`config.mk`:
```
export PLATFORM = sky130hd
export DESIGN_NAME = uart_upgrade_loader
export DESIGN_NICKNAME = d
export VERILOG_FILES = /design/src/rtl/uart_upgrade_loader_pkg.sv /design/src/rtl/uart_upgrade_loader.sv
export SDC_FILE = /design/constraint.sdc
export NUM_CORES = 1
export LEC_CHECK = 0
export BUFFER_PORTS_ARGS = -buffer_cell sky130_fd_sc_hd__buf_4
export CAP_MARGIN = 10
export CORE_UTILIZATION = 35
export CTS_CLUSTER_SIZE = 28
export DETAILED_ROUTE_END_ITERATION = 6
export HOLD_SLACK_MARGIN = 0.15
export SYNTH_ARGS = -nofsm -noshare
export SYNTH_HDL_FRONTEND = slang
export SYNTH_SLANG_ARGS = --single-unit
```
`constraint.sdc`:
```
create_clock -name clk -period 4.15 [get_ports clk]
set_clock_uncertainty 0.2 [all_clocks]
set_input_delay 0.6225 -clock clk [delete_from_list [all_inputs] [get_ports clk]]
set_output_delay 0.6225 -clock clk [all_outputs]
set_load 0.05 [all_outputs]
```
`src/rtl/uart_upgrade_loader_pkg.sv`:
```
// Shared types and defaults for the UART firmware-upgrade loader.
//   loader_state_t   : loader FSM states
//   LOADER_RAM_SIZE  : default image size in bytes
//   LOADER_TIMEOUT   : default inter-byte idle limit in clock cycles
package uart_upgrade_loader_pkg;

  typedef enum logic [1:0] {
    IDLE = 2'd0,
    LOAD = 2'd1,
    DONE = 2'd2,
    ERR  = 2'd3
  } loader_state_t;

  localparam int LOADER_RAM_SIZE = 16'h4000;
  localparam int LOADER_TIMEOUT  = 200000;

endpackage

```
`src/rtl/uart_upgrade_loader.sv`:
```
// UART firmware-upgrade loader.
// Takes one byte per rx_valid strobe while upgrade mode (en) is on, packs bytes
// little-endian into 32-bit words and writes each completed word to
// instruction RAM one cycle after its last byte arrives. The CPU is held in
// reset until RAM_SIZE bytes have been written; an inter-byte gap longer than
// TIMEOUT_CYCLES (after the first byte) aborts the load with err.
//
// Ports:
//   clk        in   clock
//   rst        in   asynchronous active-high reset
//   en         in   upgrade mode request
//   rx_valid   in   one-cycle strobe per received byte
//   rx_data    in   received byte
//   ram_we     out  RAM word write strobe (one cycle per word)
//   ram_addr   out  RAM word address
//   ram_wdata  out  RAM write data
//   cpu_hold   out  keep CPU in reset
//   done       out  full image written
//   err        out  inter-byte timeout, image incomplete
//   checksum   out  mod-256 sum of accepted bytes
//   dbg_state  out  current FSM state (loader_state_t encoding)
//
// Handshake: rx_valid has no back-pressure; every cycle with rx_valid=1 in
// LOAD (and en=1) consumes rx_data exactly once. ram_we is a single-cycle
// strobe with ram_addr/ram_wdata valid in the same cycle; the RAM is assumed
// to always accept.
module uart_upgrade_loader
  import uart_upgrade_loader_pkg::*;
#(
  parameter int XLEN           = 32,
  parameter int RAM_SIZE       = LOADER_RAM_SIZE,
  parameter int ADDR_W         = 14,
  parameter int TIMEOUT_CYCLES = LOADER_TIMEOUT
) (
  input  logic              clk,
  input  logic              rst,
  input  logic              en,
  input  logic              rx_valid,
  input  logic [7:0]        rx_data,
  output logic              ram_we,
  output logic [ADDR_W-3:0] ram_addr,
  output logic [XLEN-1:0]   ram_wdata,
  output logic              cpu_hold,
  output logic              done,
  output logic              err,
  output logic [7:0]        checksum,
  output logic [1:0]        dbg_state
);

  localparam int GAP_W = $clog2(TIMEOUT_CYCLES + 1);
  localparam logic [ADDR_W:0]  LAST_BYTE = (ADDR_W + 1)'(RAM_SIZE - 1);
  localparam logic [GAP_W-1:0] GAP_MAX   = GAP_W'(TIMEOUT_CYCLES);
  localparam logic [GAP_W-1:0] GAP_LAST  = GAP_W'(TIMEOUT_CYCLES - 1);

  loader_state_t     state_q, state_d;
  logic [ADDR_W:0]   byte_cnt_q;
  logic [GAP_W-1:0]  gap_cnt_q;
  // Only lanes 0..2 need storage; lane 3 goes straight from rx_data to RAM.
  logic [XLEN-9:0]   pack_q;

  logic              start;
  logic              accept;
  logic              lane3;
  logic              last_byte;
  logic              gap_run;
  logic              gap_hit;

  always_comb begin
    start     = 1'b0;
    accept    = 1'b0;
    gap_run   = 1'b0;
    gap_hit   = 1'b0;
    lane3     = (byte_cnt_q[1:0] == 2'd3);
    last_byte = (byte_cnt_q == LAST_BYTE);
    state_d   = state_q;

    if (!en) begin
      state_d = IDLE;
    end else begin
      unique case (state_q)
        IDLE: begin
          start   = 1'b1;
          state_d = LOAD;
        end
        LOAD: begin
          accept = rx_valid;
          // The idle timer only arms once the stream has actually started.
          gap_run = !rx_valid && (byte_cnt_q != '0);
          gap_hit = gap_run && (gap_cnt_q == GAP_LAST);
          if (accept && last_byte) begin
            state_d = DONE;
          end else if (gap_hit) begin
            state_d = ERR;
          end
        end
        DONE:    state_d = DONE;
        ERR:     state_d = ERR;
        default: state_d = IDLE;
      endcase
    end
  end

  always_ff @(posedge clk or posedge rst) begin
    if (rst) begin
      state_q    <= IDLE;
      byte_cnt_q <= '0;
      gap_cnt_q  <= '0;
      pack_q     <= '0;
      checksum   <= '0;
      ram_we     <= 1'b0;
      ram_addr   <= '0;
      ram_wdata  <= '0;
    end else begin
      state_q <= state_d;
      ram_we  <= accept && lane3;

      // Write port registers are separate from the pack register, so a byte
      // arriving while ram_we is high refills lane 0 without disturbing it.
      if (accept && lane3) begin
        ram_addr  <= byte_cnt_q[ADDR_W-1:2];
        ram_wdata <= {rx_data, pack_q};
      end

      if (start) begin
        byte_cnt_q <= '0;
        gap_cnt_q  <= '0;
        checksum   <= '0;
      end else if (accept) begin
        if (!lane3) begin
          pack_q[{byte_cnt_q[1:0], 3'b000} +: 8] <= rx_data;
        end
        checksum   <= checksum + rx_data;
        byte_cnt_q <= byte_cnt_q + (ADDR_W + 1)'(1);
        gap_cnt_q  <= '0;
      end else if (gap_run && (gap_cnt_q != GAP_MAX)) begin
        gap_cnt_q <= gap_cnt_q + GAP_W'(1);
      end
    end
  end

  assign cpu_hold  = ((state_q == IDLE) && en) || (state_q == LOAD) || (state_q == ERR);
  assign done      = (state_q == DONE);
  assign err       = (state_q == ERR);
  assign dbg_state = state_q;

endmodule
```
Word level (Yosys, flattened, before mapping)

Index checks and enable logic that the tools add are counted.
Widths: inputs -> output; s select.

Eq/ne operators: 8
Shift operators: 2
Reduce and logical (&&, ||, !) cells: 14
Multiplexer cells: 18
Add/subtract/negate cells: 4
Bitwise gates (word level): 2

Operator list:

| operator               | count |
|---|---|
| $mux 18                | 3 |
| $mux 15                | 2 |
| $bwmux 24              | 1 |
| $shift 8x7->24 const A | 1 |
| $shiftx 8x7->24        | 1 |
| $add 18x1->18 const B  | 1 |
| $eq 18x18->1 const B   | 1 |
| $ne 18x18->1 const B   | 1 |
| $mux 8                 | 2 |
| $add 15x1->15 const B  | 1 |
| $eq 15x14->1 const B   | 1 |
| $reduce_bool 15->1     | 1 |
| $add 8x8->8            | 1 |
| $pmux 2 s4             | 1 |
| $neg 5->7              | 1 |
| $eq 2x2->1 const B     | 3 |
| $logic_and 1x1->1      | 6 |
| $mux 1                 | 6 |
| $mux 2                 | 3 |
| $ne 4x4->1 const B     | 1 |
| $reduce_and 3->1       | 1 |
| $reduce_bool 3->1      | 1 |
| $eq 2x1->1 const B     | 1 |
| $logic_not 2->1        | 1 |
| 4 further kinds        | 6 |

Logic and storage cells: 56
Register bits: 112

Logic depth before layout (Yosys ltp)

Gate-level depths: netlist (run 1).

Depth in word-level cells: 8
Mapped depth: 9
Gate-level depth less buffers: 9

Worst setup path after synthesis (run 1)

Ideal clock, no wire load.

Path kind: register -> register
Start: register checksum[0]
End: register checksum[6]
Stages on the path, launching flop included: 10
Clock period less this slack: 2.415 ns
Data required time: 3.804 ns
Arrival: 2.069 ns
Slack: 1.735 ns
Cell sequence: dfrtp_1 ha_1 inv_1 fa_1 nor2b_1 o21ai_0 a21boi_0 o21ai_0 mux2i_1 o311ai_0

Word-level cells in the longest chain between the ends: 3

RTL lines:

| item                   | line                       | text |
|---|---|---|
| from (decl)            | uart_upgrade_loader.sv:46  | `output logic [7:0] checksum,` |
| from (signal assigned) | uart_upgrade_loader.sv:132 | `checksum <= checksum + rx_data;` |
| $add 8x8->8            | uart_upgrade_loader.sv:132 |  |
| $mux 8                 | uart_upgrade_loader.sv:128 | `end else if (accept) begin` |
| $mux 8                 | uart_upgrade_loader.sv:124 | `if (start) begin` |

Every way passes these cells. The select of a mux whose other input is x is not followed.
A chain may end at the register's enable or synchronous reset.

Final worst setup path (run 1)

Start: register byte_cnt_q[0]
End: register gap_cnt_q[1]

Word-level cells in the longest chain between the ends: 6

RTL lines:

| item                               | line                       | text |
|---|---|---|
| from (decl)                        | uart_upgrade_loader.sv:56  | `logic [ADDR_W:0] byte_cnt_q;` |
| from (signal assigned)             | uart_upgrade_loader.sv:133 | `byte_cnt_q <= byte_cnt_q + (ADDR_W + 1)'(1);` |
| $reduce_bool 15->1                 | uart_upgrade_loader.sv:88  | `gap_run = !rx_valid && (byte_cnt_q != '0);` |
| $logic_and 1x1->1                  | uart_upgrade_loader.sv:88  |  |
| $mux 1                             | uart_upgrade_loader.sv:80  | `unique case (state_q)` |
| $mux 1                             | uart_upgrade_loader.sv:77  | `if (!en) begin` |
| $logic_and 1x1->1                  | uart_upgrade_loader.sv:135 | `end else if (gap_run && (gap_cnt_q != GAP_MAX)) begin` |
| $reduce_bool 3->1 (no source line) | -                          |  |
| to (signal assigned)               | uart_upgrade_loader.sv:136 | `gap_cnt_q <= gap_cnt_q + GAP_W'(1);` |
| to (decl)                          | uart_upgrade_loader.sv:57  | `logic [GAP_W-1:0] gap_cnt_q;` |

Every way passes these cells.

==> results of run 1 <==
-- critical path: stages (launching register included) --
cell	delay, ns
dfrtp_1	0.44
inv_1	0.25
ha_1	0.29
nor4b_1	0.38
a41oi_1	0.28
o211ai_1	0.33
mux2_2	0.39
-- worst paths after layout --
check	cells after the start	endpoint	slack, ns	start
worst min-delay path	2	pack_q[7]	0.28	pack_q[7]
worst max-delay path	6	gap_cnt_q[1]	1.48	byte_cnt_q[0]
worst min register to register	2	pack_q[7]	0.28	pack_q[7]
worst max register to register	6	gap_cnt_q[1]	1.48	byte_cnt_q[0]
min in group asynchronous	2	ram_wdata[8]	0.31	rst
max in group asynchronous	3	ram_wdata[4]	2.59	rst
-- kinds of logic (layout without fill, tap and decap cells) --
family / after synthesis / count (layout) / share of synthesized area
xor+xnor: 30 / 30 / 0.0512
mux: 45 / 45 / 0.0986
buf+inv: 27 / 100 / 0.0234
simple gates: 182 / 182 / 0.183
fa+ha+maj: 15 / 15 / 0.0381
compound gates: 54 / 54 / 0.0591
flops: 112 / 112 / 0.547
-- power groups by stage --
stage	sequential [mW]	clock [mW]	combinational (mW)
floorplan	1.35	0	0.190
global placement	1.24	0	0.437
detailed placement	1.24	0	0.450
CTS	1.22	0.898	0.452
global route	1.23	0.940	0.490
finish	1.22	0.875	0.446
-- per-stage QoR --
| stage | total power [mW] | util | hold WS (ns) | setup slack [ns] |
|---|---|---|---|---|
| 3_5_place_dp | 1.69 | 0.413 | 0.272 | 1.34 |
| 4_1_cts | 2.57 | 0.434 | 0.288 | 1.48 |
| 3_3_place_gp | 1.68 | 0.413 | 0.262 | 1.38 |
| 2_1_floorplan | 1.54 | - | 0.244 | 0.368 |
| 5_1_grt | 2.66 | 0.434 | 0.306 | 1.31 |
| 6_report | 2.54 | 0.434 | 0.280 | 1.48 |
-- flip-flops by register name, indices dropped and copies added (netlist names) --
signal,count
byte_cnt_q,15
checksum,8
dbg_state,2
gap_cnt_q,18
pack_q,24
ram_addr,12
ram_wdata,32
ram_we,1
-- layout make-up --
type / instances / area share
clock buffers: 13 / 0.0425
well taps: 180 / 0.0368
repair buffers: 71 / 0.0871
flip-flops and latches: 112 / 0.458
inverters: 14 / 0.00900
clock inverters: 2 / 0.00634
multi-input cells: 326 / 0.360
-- per-layer routing --
metal | global-route usage | vias to the layer above
li1 | - | 1730
met1 | 0.219 | 1749
met2 | 0.258 | 63
met3 | 0.0323 | 10
met4 | 0.0482 | 0
met5 | 0 | -
-- cells in the final DEF (no fill, tap or decap), types with 4 or more instances in the layout --
cell type and count:
a21oi_1 6, and2_1 4, and3_1 4, buf_4 71, clkbuf_16 9, dfrtp_1 112, ha_1 14, inv_1 12
mux2_2 43, nand2_1 75, nand3_1 20, nand4_1 9, nor2_1 38, nor3b_1 4, o21ai_0 37, xnor2_1 5
xor2_1 25
==> flow_metrics.tcl, run 1 <==
set metrics [dict create \
    wl_met1_mm 5.31 \
    intPower_mw 1.81 \
    critPathArrivalTime_ns 2.70 \
    hold_class "reg2reg" \
    design_area_um2 6120 \
    top_layer_used "met4" \
    power_switching_mw 0.730 \
    ctsResizeCount 0 \
    routed_wl_mm 11.2 \
    switching_share 0.287 \
    drt_iter0_markers 228 \
    period_share 0.643 \
    worst_pin_slew_ns 1.03 \
    grt_pass1_wl_mm 18.6 \
    multiInputGateArea_um2 2200 \
    maxCapViolCount 0 \
    worst_setup_path_end_kind "register" \
    pwr-share-seq 0.480 \
    dp_hpwl_mm 7.89 \
    yosys_warnings 0 \
    seq_area_um2 2800 \
    fp-row-count 43 \
    final-hold-violation-count 0 \
    dr_wl_met3_um 425 \
    hold_buffers 0 \
    nNetsFinal 561 \
    dp.cells 703 \
    worstPathRequired_ns 4.18 \
    slew_headroom 0.309 \
    worstPathMaxFanout 8 \
    grt_antenna_before_repair 0 \
    synth_top_flop_cell "dfrtp_1" \
    clock_latency_ns 0.35 \
    yosysTopAreaCell "dfrtp_1" \
    design.die.area_um2 15100 \
    drc 0 \
    synth_cells 465 \
    cts_num_sinks 112 \
    synth-edff-count 0 \
    post_cts_buffers 0 \
    setup_viol 0 \
    setup_tns_ns 0 \
    htreeDepth 3 \
    yosysTopAreaCellShare 0.547 \
    gp_congestion 0.772 \
    syn_area_um2 5130 \
    drive_gt1_frac 0.257 \
    grt_usage 0.161 \
    vias_per_cell 4.95 \
    wl_met2_mm 5.35 \
    rsz0062_at_grt "false" \
    diodes 0 \
    combPwrFrac 0.176 \
    cts_root_buf "clkbuf_16" \
    die_width_um 123 \
    fin_crit_ns 2.67 \
    io_pins 70 \
    synth.most_common_cell "dfrtp_1" \
    pwr-share-clk 0.345 \
    avgSynthCellArea_um2 11.0 \
    final_max_slew_viol_count 0 \
    synth-seq-cells 112 \
    grt_max_degree 83 \
    first_pass_iters 5 \
    antenna_left 0 \
    critPathLaunchType "register" \
    nFillCells 1363 \
    core_area_um2 14100 \
    area_growth_pct 19.4 \
    p_leak_nw 3.00 \
    start_util 0.364 \
    yosysUniqueCellTypes 48 \
    stdcell_count 718 \
    synth_common_cells "112 x dfrtp_1, 75 x nand2_1, 43 x mux2_2, 38 x nor2_1, 37 x o21ai_0" \
    cts_tree "built" \
    async_reset_ff_frac 1.00 \
    cts_made_buffers 9 \
    port_buffers 69 \
    dpl-instance-area_um2 5820 \
    grt_pass1_vias 3525 \
    synth.area.top_cells "dfrtp_1 55%, mux2_2 9.4%, nand2_1 5.5%" \
    overflow 0 \
    crit_type "reg2reg" \
    synthesis.nets 492 \
    clock_path_buffers 2 \
    die_y_um 123 \
    fmax_mhz 375 \
    status "finished, final reports clean" \
    clk_pin_slew_ns 0.07 \
    irDropWorstVdd_v 0.000231 \
    vias 3552 \
    ys_seq_area_frac 0.547 \
    p_per_area_nw_per_um2 415 \
    wire_per_inst_um 15.6 \
]
(Power assumes the default switching activity.)
==> inputs of run 2 (changes only) <==
- ABC_AREA: default -> 1
- clock period: 4.15 -> 2.7 ns (I/O delays scaled with it)
==> flow_metrics.tcl, run 2 <==
set metrics [dict create \
    drc 0 \
    start_util 0.364 \
    yosysTopAreaCellShare 0.500 \
    core_area_um2 15400 \
    final_max_slew_viol_count 0 \
    synth_top_flop_cell "dfrtp_1" \
    yosysTopAreaCell "dfrtp_1" \
    final-hold-violation-count 0 \
    cp_common_cell "buf_4" \
    overflow 0 \
    die_y_um 129 \
    grt_pass1_vias 4318 \
    p_per_area_nw_per_um2 760 \
    layout_commonest_cell "nand2_1" \
    wire_per_inst_um 13.1 \
    rsz0062_at_grt "false" \
    final_util 0.439 \
    p_leak_nw 3.42 \
    drive_gt1_frac 0.141 \
    yosys_warnings 0 \
    grt_max_degree 68 \
    synth.area.top_cells "dfrtp_1 50%, nand2_1 11%, nand3_1 6.7%" \
    grt_usage 0.166 \
    fmax_mhz 413 \
    clock_latency_ns 0.35 \
    largest_reg_flops 32 \
    final.setup.worst_slack_ns 0.280 \
    slew_headroom 0.503 \
    final_cell_mix "162 x nand2_1, 112 x dfrtp_1, 88 x inv_1" \
    yosysUniqueCellTypes 37 \
    post_cts_buffers 0 \
    worst_pin_slew_ns 0.746 \
    async_reset_ff_frac 1.00 \
    vias 4619 \
    fin_crit_ns 2.42 \
    nNetsFinal 795 \
    period_share 0.896 \
    first_pass_iters 4 \
    clk_pin_slew_ns 0.07 \
    vias_per_cell 4.70 \
    die_width_um 129 \
    area_growth_pct 20.8 \
    drt_iter0_markers 250 \
    syn_area_um2 5610 \
    worstPathRequired_ns 2.10 \
    synth.most_common_cell "nand2_1" \
    diodes 0 \
    hold_class "in2reg" \
    irDropWorstVdd_v 0.000399 \
    critPathLaunchType "input pin" \
    reg_top3 "ram_wdata (32), pack_q (24), gap_cnt_q (18)" \
    antenna_left 0 \
    crit_type "in2out" \
    cpLargestDelayFamily "buffers and inverters" \
    status "finished, final reports clean" \
    fin_hold_ws_ns 0.255 \
    synth_cells 689 \
    synth_common_cells "162 x nand2_1, 112 x dfrtp_1, 89 x inv_1, 75 x nand3_1, 61 x o21ai_0" \
    maxCapViolCount 0 \
    htreeDepth 3 \
    synth-edff-count 0 \
    cts_root_buf "clkbuf_16" \
    critPathArrivalTime_ns 1.81 \
    avgSynthCellArea_um2 8.14 \
    setup_viol 0 \
    worstPathMaxFanout 9 \
    gp_congestion 0.845 \
    top_register "ram_wdata" \
    port_buffers 69 \
    cts_num_sinks 112 \
    setup_tns_ns 0 \
    dp_hpwl_mm 9.34 \
    clock_path_buffers 2 \
    routed_wl_mm 12.8 \
    fp-row-count 45 \
    io_pins 70 \
    grt_pass1_wl_mm 21.8 \
    critPathSlowestCell "dlygate4sd3_1" \
    cts_made_buffers 9 \
    worst_setup_path_end_kind "output port" \
    cp_cell_sequence "dlygate4sd3_1 > buf_4 > inv_1 > nor2_1 > inv_2 > nand2_1 > buf_4" \
    grt_antenna_before_repair 0 \
    design.die.area_um2 16500 \
    nFillCells 1583 \
    synthesis.nets 716 \
    cp_slowest_stage_delay_ns 0.53 \
    dp_slack_ns 0.335 \
    ys_seq_area_frac 0.500 \
    synth-seq-cells 112 \
    crit_buf_inv 5 \
    cts_tree "built" \
]
==> run 2: cell types whose count changed in the layout (fill, tap and decap cells not counted), moves of 12 or more <==
| cell | previous run | this run |
|---|---|---|
| o21ai_1 | 0 | 20 |
| xor2_1 | 25 | 9 |
| nor2_1 | 38 | 54 |
| mux2_2 | 43 | 0 |
| inv_1 | 12 | 88 |
| nand3_1 | 20 | 75 |
| nand2_1 | 75 | 162 |
| o21ai_0 | 37 | 61 |
| nor3_1 | 1 | 13 |
==> run 2: worst paths after layout <==
kind / start / endpoint / slack, ns / cells after the start
max in group asynchronous: rst / ram_addr[4] / 1.13 / 4
min in group asynchronous: rst / ram_wdata[10] / 0.50 / 3
setup reg to reg: byte_cnt_q[0] / gap_cnt_q[10] / 0.34 / 9
setup / recovery: en / cpu_hold / 0.28 / 7
hold / removal: rx_valid / byte_cnt_q[7] / 0.25 / 3
hold reg to reg: ram_addr[6] / ram_addr[6] / 0.28 / 2
==> run 2: cells by family after synthesis <==
family,after synthesis,share of synthesized area
and+or+nand+nor,334,0.267
buffers and inverters,115,0.0852
DFF,112,0.500
AOI/OAI and AO/OA,102,0.0957
adders and majority gates,15,0.0348
xor gates and xnor gates,10,0.0156
muxes,1,0.00178
==> run 2: final cells by class <==
cell class                      instances  area (um^2)  area share
Sequential cell                       112         2800       0.414
Multi-Input combinational cell        462         2330       0.344
Timing Repair Buffer                   90          738       0.109
Inverter                               93          353      0.0521
Tap cell                              211          264      0.0390
Clock buffer                           10          239      0.0353
Clock inverter                          4         52.6     0.00775
==> run 2: report_power, final <==
group / internal (mW) / total [mW] / switching (mW)
Combinational: 0.488 / 1.58 / 1.09
Sequential: 2.02 / 2.22 / 0.198
Clock: 0.741 / 1.35 / 0.606
==> run 2: worst min-delay path: cells and delay by family <==
family          cells  cell delay (ns)
buf+inv             1             0.13
simple gates        1             0.13
compound gates      1             0.09
==> run 2: what timing repair did <==
| action | in CTS | in global routing |
|---|---|---|
| resized for setup | 0 | 1 |
| setup endpoints to repair | 0 | 1 |
| hold buffers | 10 | 0 |
| hold endpoints to repair | 34 | 0 |
==> run 2: routing by layer <==
layer / wire [um] / vias up / global-route usage
met3: 499 / 11 / 0.0258
met5: 0 / - / 0
li1: - / 2387 / -
met2: 5740 / 75 / 0.256
met1: 6420 / 2146 / 0.238
met4: 160 / 0 / 0.0540
==> run 2: metrics by stage <==
stage               power [mW]  instance area [um^2]  cells
finish                    5.15                  6780    982
global route              5.44                  6780    982
CTS                       5.21                  6780    982
detailed placement        3.84                  6390    958
global placement          3.82                  6390    958
floorplan                 3.34                  5610    689
==> inputs of run 3 (changes only) <==
- CORE_UTILIZATION: 35 -> 58
- PLACE_DENSITY: default -> 0.8
==> flow_metrics.tcl, run 3 (synthesized netlist as in run 2, its figures left out) <==
set metrics [dict create \
    wire_per_inst_um 13.2 \
    rsz0062_at_grt "false" \
    cts_tree "built" \
    design.die.area_um2 10100 \
    critPathLaunchType "input pin" \
    clock_latency_ns 0.38 \
    critPathArrivalTime_ns 1.89 \
    multiInputGateArea_um2 2330 \
    final_util 0.706 \
    min_to "byte_cnt_q[7]" \
    cts_root_buf "clkbuf_8" \
    crit_type "in2out" \
    fin_crit_ns 2.49 \
    grt_pass1_vias 4510 \
    maxCapViolCount 0 \
    drc 0 \
    port_buffers 69 \
    intPower_mw 2.88 \
    drt_iter0_markers 189 \
    final-hold-violation-count 0 \
    regToRegStartpoint "byte_cnt_q[0]" \
    r2r_slack_ns 0.33 \
    grt_usage 0.254 \
    period_share 0.923 \
    slew_headroom 0.554 \
    overflow 0 \
    design_area_um2 6560 \
    largest_reg_flops 32 \
    core_area_um2 9280 \
    ff2ff_path_depth 9 \
    gp_congestion 0.936 \
    area_growth_pct 16.9 \
    final_max_slew_viol_count 0 \
    fmax_mhz 401 \
    vias 4765 \
    switching_share 0.401 \
    grt_pass1_wl_mm 20.4 \
    routed_wl_mm 11.9 \
    setup_tns_ns 0 \
    p_leak_nw 3.35 \
    p_per_area_nw_per_um2 733 \
    cts_made_buffers 9 \
    cp_common_cell "buf_4" \
    worst_setup_path_end_kind "output port" \
    whs_path_depth 3 \
    io_pins 70 \
    cp_cell_sequence "dlygate4sd3_1 > buf_4 > inv_1 > nor2_1 > clkinv_1 > nand2_1 > buf_4" \
    grt_antenna_before_repair 0 \
    status "finished, final reports clean" \
    worst_pin_slew_ns 0.669 \
    grt_max_degree 113 \
    diodes 0 \
    reg_top3 "ram_wdata (32), pack_q (24), gap_cnt_q (18)" \
    die_width_um 100 \
    irDropWorstVdd_v 0.000317 \
    htreeDepth 3 \
    vias_per_cell 5.29 \
    drive_gt1_frac 0.140 \
    pwr-share-seq 0.462 \
    combPwrFrac 0.329 \
    seq_area_um2 2800 \
    setup_viol 0 \
    clk_pin_slew_ns 0.11 \
    power_mw 4.81 \
    r2r-end "gap_cnt_q[5]" \
    worstPathRequired_ns 2.10 \
    first_pass_iters 5 \
    dp.cells 874 \
    hold_class "in2reg" \
    stdcell_count 900 \
    dp_hpwl_mm 8.44 \
    nNetsFinal 793 \
    power_switching_mw 1.93 \
    die_y_um 100 \
    pwr-share-clk 0.209 \
    nFillCells 755 \
    cp_slowest_stage_delay_ns 0.52 \
    start_util 0.604 \
    final_cell_mix "162 x nand2_1, 112 x dfrtp_1, 88 x inv_1" \
    fp-row-count 35 \
    top_register "ram_wdata" \
    layout_commonest_cell "nand2_1" \
    critPathSlowestCell "dlygate4sd3_1" \
    antenna_left 0 \
    dpl-instance-area_um2 6260 \
    clock_path_buffers 2 \
    ctsResizeCount 0 \
    worstPathMaxFanout 9 \
    min_from "rx_valid" \
    cts_num_sinks 112 \
]
-- run 3: cell count changes in the layout (fill, tap and decap cells not counted) --
cell	delta
clkinv_1	+1
bufinv_16	-1
clkinv_2	-1
clkbuf_8	+8
clkinv_4	+1
buf_12	-1
clkinvlp_4	+2
inv_8	+2
clkinv_8	+2
clkbuf_16	-9
inv_2	-1
inv_6	-2
buf_4	-1
-- run 3: layout make-up --
cell class	instances	share of cell area
tap	129	0.0246
clock inverter	7	0.0120
sequential	112	0.427
timing repair buffer	88	0.108
clock buffer	9	0.0189
inverter	93	0.0538
multi-input combinational	462	0.355
-- run 3: per-layer routing --
metal | global-route usage | vias to the layer above | part of all wire
met5 | 0 | - | 0
met2 | 0.448 | 107 | 0.51
met1 | 0.320 | 2259 | 0.44
li1 | - | 2387 | -
met3 | 0.0439 | 12 | 0.037
met4 | 0.0736 | 0 | 0.014
-- run 3: power groups by stage --
stage                     Clock, mW  Combinational, mW  Sequential [mW]
after global routing           1.08               1.73             2.26
after detailed placement          0               1.57             2.25
final                          1.00               1.58             2.22
after floorplan                   0              0.617             2.72
after global placement            0               1.54             2.24
after CTS                      1.02               1.59             2.22
-- run 3: what timing repair did --
action / in CTS / in global routing
hold buffers: 10 / 0
setup buffers: 0 / 0
setup endpoints to repair: 0 / 0
hold endpoints to repair: 125 / 0
-- run 3: stage by stage --
| stage | hold slack, ns | setup WS (ns) |
|---|---|---|
| after detailed placement | 0.274 | 0.345 |
| final | 0.209 | 0.207 |
| after CTS | 0.200 | 0.214 |
| after global routing | 0.244 | 0.0497 |
| after global placement | 0.261 | 0.418 |
| after floorplan | 0.268 | 0.481 |
-- run 3: how the worst max path moves through the flow --
stage                             start        endpoint  slack, ns  cells past startpoint
final                                en        cpu_hold       0.21                      7
after global routing                 en  byte_cnt_q[14]       0.05                     11
after CTS                            en        cpu_hold       0.21                      7
after detailed placement  byte_cnt_q[0]    gap_cnt_q[5]       0.35                      9
after global placement    byte_cnt_q[0]   gap_cnt_q[13]       0.42                      9
after floorplan            dbg_state[0]        cpu_hold       0.48                      5
-- run 3: critical path: cells and delay by family --
kind,cells,cell delay (ns)
simple gates,2,0.30
buf+inv,5,1.17
